===== src/rtl/fsk_pkg.sv =====
// Shared FSK constants and types, used by both the modulator and the demodulator.
// Any change here must be mirrored on both ends of the link.
package fsk_pkg;

   localparam int BIT_CYCLES = 16;
   localparam int WORD_BITS  = 14;
   localparam int THRESHOLD  = 6;
   localparam int CNT_ONE    = 8;
   localparam int CNT_ZERO   = 4;

   localparam int PH_W  = $clog2(BIT_CYCLES);
   localparam int CNT_W = 5;
   localparam int IDX_W = $clog2(WORD_BITS);

   localparam logic [0:0] ST_IDLE = 1'b0;
   localparam logic [0:0] ST_RUN  = 1'b1;

   // One bit decision, valid in the cycle where strobe is high.
   typedef struct packed {
      logic strobe;
      logic bit_val;
      logic err;
   } slice_t;

   // Flags a window whose count is neither the nominal one nor the nominal zero.
   function automatic logic window_err(input logic [CNT_W-1:0] total);
      return (total != CNT_ZERO[CNT_W-1:0]) && (total != CNT_ONE[CNT_W-1:0]);
   endfunction

endpackage


===== src/rtl/fsk_bit_slicer.sv =====
// Counts rising edges of fsk over fixed bit windows.
// Emits a combinational decision strobe plus the registered bit_out and bit_valid.
module fsk_bit_slicer
   import fsk_pkg::*;
(
   input  logic   FSK_clk,
   input  logic   reset_n,
   input  logic   fsk,
   output slice_t slice_o,
   output logic   bit_out_o,
   output logic   bit_valid_o
);

   localparam logic [PH_W-1:0] PH_MAX = PH_W'(BIT_CYCLES - 1);

   logic             fsk_d_q;
   logic [PH_W-1:0]  ph_q, ph_d;
   logic [CNT_W-1:0] cnt_q, cnt_d;
   logic [0:0]       state_q, state_d;
   logic             bit_q, bit_d;
   logic             valid_q, valid_d;

   logic             rise;
   logic [CNT_W-1:0] total;
   logic             decide;
   logic             dec_bit;
   logic             dec_err;

   always_comb begin
      // NOTE: every signal gets a value on every path, so no latch can be inferred.
      rise    = fsk & ~fsk_d_q;
      total   = cnt_q + {{(CNT_W-1){1'b0}}, rise};
      decide  = (state_q == ST_RUN) && (ph_q == '0);
      dec_bit = (total >= THRESHOLD[CNT_W-1:0]);
      dec_err = window_err(total);

      ph_d    = (ph_q == PH_MAX) ? '0 : ph_q + 1'b1;
      // IDLE lasts exactly one cycle after reset; RUN is then held until reset.
      state_d = ST_RUN;
      cnt_d   = decide ? '0 : total;
      valid_d = decide;
      bit_d   = decide ? dec_bit : bit_q;
   end

   always_ff @(posedge FSK_clk or negedge reset_n) begin
      if (!reset_n) begin
         fsk_d_q <= 1'b0;
         ph_q    <= '0;
         cnt_q   <= '0;
         state_q <= ST_IDLE;
         bit_q   <= 1'b0;
         valid_q <= 1'b0;
      end else begin
         // NOTE: non-blocking assignments so every register samples pre-edge values.
         fsk_d_q <= fsk;
         ph_q    <= ph_d;
         cnt_q   <= cnt_d;
         state_q <= state_d;
         bit_q   <= bit_d;
         valid_q <= valid_d;
      end
   end

   assign slice_o     = '{strobe: decide, bit_val: dec_bit, err: dec_err};
   assign bit_out_o   = bit_q;
   assign bit_valid_o = valid_q;

endmodule


===== src/rtl/fsk_demodulate.sv =====
// FSK demodulator top: the bit slicer feeds an LSB-first word assembler.
// Completed Hamming codewords are held on Hamcode_out together with a symbol-error flag.
module fsk_demodulate
   import fsk_pkg::*;
(
   input  logic                 FSK_clk,
   input  logic                 reset_n,
   input  logic                 fsk,
   output logic                 bit_out,
   output logic                 bit_valid,
   output logic [WORD_BITS-1:0] Hamcode_out,
   output logic                 word_valid,
   output logic                 sym_err
);

   localparam logic [IDX_W-1:0] J_LAST = IDX_W'(WORD_BITS - 1);

   slice_t               slice;
   logic [IDX_W-1:0]     j_q, j_d;
   logic [WORD_BITS-1:0] shreg_q, shreg_d;
   logic                 err_acc_q, err_acc_d;
   logic [WORD_BITS-1:0] ham_q, ham_d;
   logic                 word_valid_q, word_valid_d;
   logic                 sym_err_q, sym_err_d;

   fsk_bit_slicer u_slicer (
      .FSK_clk     (FSK_clk),
      .reset_n     (reset_n),
      .fsk         (fsk),
      .slice_o     (slice),
      .bit_out_o   (bit_out),
      .bit_valid_o (bit_valid)
   );

   always_comb begin
      j_d          = j_q;
      shreg_d      = shreg_q;
      err_acc_d    = err_acc_q;
      ham_d        = ham_q;
      word_valid_d = 1'b0;
      sym_err_d    = sym_err_q;

      if (slice.strobe) begin
         shreg_d[j_q] = slice.bit_val;
         if (j_q == J_LAST) begin
            // The last bit bypasses shreg so the word is published on its own decision edge.
            ham_d        = {slice.bit_val, shreg_q[WORD_BITS-2:0]};
            word_valid_d = 1'b1;
            sym_err_d    = err_acc_q | slice.err;
            j_d          = '0;
            err_acc_d    = 1'b0;
         end else begin
            j_d          = j_q + 1'b1;
            err_acc_d    = err_acc_q | slice.err;
         end
      end
   end

   always_ff @(posedge FSK_clk or negedge reset_n) begin
      if (!reset_n) begin
         j_q          <= '0;
         shreg_q      <= '0;
         err_acc_q    <= 1'b0;
         ham_q        <= '0;
         word_valid_q <= 1'b0;
         sym_err_q    <= 1'b0;
      end else begin
         j_q          <= j_d;
         shreg_q      <= shreg_d;
         err_acc_q    <= err_acc_d;
         ham_q        <= ham_d;
         word_valid_q <= word_valid_d;
         sym_err_q    <= sym_err_d;
      end
   end

   assign Hamcode_out = ham_q;
   assign word_valid  = word_valid_q;
   assign sym_err     = sym_err_q;

endmodule

===== config.mk =====
export PLATFORM = sky130hd
export DESIGN_NAME = fsk_demodulate
export DESIGN_NICKNAME = d
export VERILOG_FILES = /design/src/rtl/fsk_pkg.sv /design/src/rtl/fsk_bit_slicer.sv /design/src/rtl/fsk_demodulate.sv
export SDC_FILE = /design/constraint.sdc
export NUM_CORES = 1
export LEC_CHECK = 0
export ABC_AREA = 1
export BUFFER_PORTS_ARGS = -buffer_cell sky130_fd_sc_hd__buf_2
export CAP_MARGIN = 20
export CORE_MARGIN = 2
export CORE_UTILIZATION = 30
export DETAILED_ROUTE_END_ITERATION = 8
export PLACE_DENSITY = 0.43
export SLEW_MARGIN = 30
export SYNTH_ARGS = -nofsm -noshare
export SYNTH_HDL_FRONTEND = slang
export SYNTH_SLANG_ARGS = --single-unit

===== constraint.sdc =====
create_clock -name FSK_clk -period 1.88 [get_ports FSK_clk]
set_clock_uncertainty 0.05 [all_clocks]
set_input_delay 0.188 -clock FSK_clk [delete_from_list [all_inputs] [get_ports FSK_clk]]
set_output_delay 0.188 -clock FSK_clk [all_outputs]
set_load 0.05 [all_outputs]

==> summary.txt <==
Synthesis
  • Synth Register Bits: 47
  • Syn nets: 245
  • Synth top area share: 0.563
  • Synth Area in Simple Gates: 0.280
  • Post-synthesis sequential area ratio: 0.563
  • Compound-Gate Fraction of Synth Area: 0.0569
  • Post-synthesis adder-cell area fraction: 0.0240
  • Cell Area, Synth: 0.00209 sq mm
  • Yosys cell types: 24
  • Synth area leaders: dfrtp_1 (56%), nand2_1 (15%), inv_1 (3.8%)
  • Ys Warns: 0
  • Leading area contributor after synthesis: dfrtp_1
  • Largest family of logic cells by synthesized area: simple AND/OR/NAND/NOR gates
  • Syn Area/Cell: 8.78 sq um
  • Mux cell area share after synthesis: 0
  • Xor/xnor cell area share of the yosys netlist: 0.00838
  • Mapped Cells: 238

Critical path
  • CP max FO: 15
  • Largest stage delay, worst path: 380 ps
  • Worst Path Arrival: 1870 ps
  • CP cell instances: nor2_2, ha_2, ha_2, nand2_1, inv_1, nand3_2, nand2_2, o211ai_4, buf_12, nand2_1, nand2_1
  • Crit end category: flip-flop
  • Required time of the critical path: 2010 ps
  • Critical path's top delay family: simple AND/OR/NAND/NOR gates
  • Crit start category: flip-flop
  • Crit-path slowest cell: dfrtp_1
  • Crit Path Category: reg2reg
  • Most Frequent Cell on Critical Path: nand2_1
  • Buf/Inv on CP: 2

Timing
  • Final Max Tran Viols: 0
  • Fmax: 577 MHz
  • Fin crit share: 0.922
  • Min Tclk post-route: 1730 ps
  • Endpoints failing hold: 0
  • Fin worst setup slack: 147 ps
  • Post-route setup TNS: 0 ps
  • Final setup violation count: 0
  • Final hold slack: 223 ps

Floorplan
  • # IOs: 21
  • Initial core utilization: 0.309
  • Die Height: 87.5 um
  • Die width: 87.5 um
  • CORE AREA: 0.00676 sq mm
  • Die area: 0.00765 sq mm
  • Cell Rows: 30

Placed design
  • Dpl cells: 339
  • DP Area: 0.00232 sq mm
  • Setup WS pre-CTS: 115 ps
  • Final GP Congestion: 0.733
  • Hpwl dp: 2870 um
  • Port bufs: 20

Drt
  • DRC viols: 0
  • Via density: 4.36
  • Via count: 1,523
  • Final ANT Viol Nets: 0
  • Drt total wl: 4060 um
  • TritonRoute pass-1 iters: 4
  • Wirelength per Cell: 11.6 um
  • Iter 0 DRT Violations: 115

Flow run
  • Max-capacitance violation count: 0

Layout
  • Layout cell share with drive strength beyond 1: 0.212
  • Fin cells: 349
  • Core Util, Final: 0.366
  • Post-route cell area: 0.00247 sq mm
  • Most common cell after layout, fill and taps aside: nand2_1
  • Most frequent cells in the layout: nand2_1 (85), dfrtp_1 (47), inv_1 (21)
  • # diodes: 0
  • Nets: 275
  • Area Overhead vs Synth: 18.2%

Clocking
  • CTS Buffer Depth: 2
  • Clk_lat worst skew: 300 ps
  • Clock transition at path regs: 80 ps
  • H-tree depth: 2
  • Buffer count from post-CTS setup fixing: 0
  • Root Buffer: clkbuf_8
  • CTS tree: done
  • TritonCTS Sinks: 47
  • CTS Buf Count: 5

Power and ir drop
  • Max VDD drop: 0.323 mV
  • Final Power: 2.36 mW
  • Leak pwr: 1.25 nW
  • Pwr Density: 957 mW/mm^2

Global routing
  • First-pass GRT wire length: 7090 um
  • Gr usage total: 0.121
  • Largest net degree at the start of global routing: 40
  • Number of global-route vias before repair: 1,459
  • Gr ovfl total: 0
  • Initial antenna violation count: 0

Status
  • Outcome: complete, no violations

Worst hold path
  • Worst Hold Class: in2async
==> layer usage <==
layer  vias up  share of wire  track usage
li1        797              -            -
met1       695           0.50        0.170
met2        26           0.45        0.180
met3         5          0.030       0.0284
met4         0          0.014       0.0420
met5         -              0            0
==> what timing repair did <==
item / in CTS / in global routing
hold buffers: 2 / 0
setup endpoints to repair: 0 / 25
gates resized for setup: 0 / 5
endpoints found under the hold margin: 42 / 0
==> layout make-up <==
type | instances | area (sq um)
repair buffers | 29 | 198
flip-flops and latches | 47 | 1180
clock inverters | 2 | 35.0
clock buffers | 6 | 82.6
inverters | 24 | 92.6
well taps | 80 | 100
multi-input cells | 161 | 786
fillers | 704 | 4290
==> flip-flops by register name, indices dropped and copies added (netlist names) <==
name                  flops
u_slicer.bit_valid_o      1
u_slicer.state_q          1
u_slicer.fsk_d_q          1
shreg_q                  13
word_valid                1
u_slicer.ph_q             4
u_slicer.bit_out_o        1
j_q                       4
err_acc_q                 1
sym_err                   1
Hamcode_out              14
u_slicer.cnt_q            5
==> final timing paths <==
check / start / endpoint / slack [ps] / depth (start not counted)
max: u_slicer.fsk_d_q / shreg_q[3] / 150 / 11
min: reset_n / u_slicer.ph_q[3] / 220 / 2
max reg2reg: u_slicer.fsk_d_q / shreg_q[3] / 150 / 11
min reg2reg: shreg_q[1] / Hamcode_out[1] / 420 / 2
max in group asynchronous: reset_n / u_slicer.cnt_q[3] / 1070 / 3
min in group FSK_clk: fsk / u_slicer.cnt_q[0] / 380 / 6
==> Yosys cell counts, drive strengths merged <==
cell    number
a21oi        4
dfrtp       47
ha           4
nand2       92
conb         1
nand3       12
buf          6
or2          4
xor2         2
inv         24
o31ai        3
nor3         7
o211ai       1
nor2        18
nand4        2
o21ai       11
==> logic make-up after synthesis <==
| kind of cell | count (synthesis) |
|---|---|
| simple gates | 135 |
| flops | 47 |
| xor+xnor | 2 |
| fa+ha+maj | 4 |
| other cells | 1 |
| compound gates | 19 |
| buf+inv | 30 |
==> power by group <==
group	switching [mW]	internal [mW]	total (mW)
clock	0.340	0.431	0.771
combinational	0.279	0.163	0.442
sequential	0.0649	1.09	1.15
total	0.684	1.68	2.36
(Power assumes the default switching activity.)
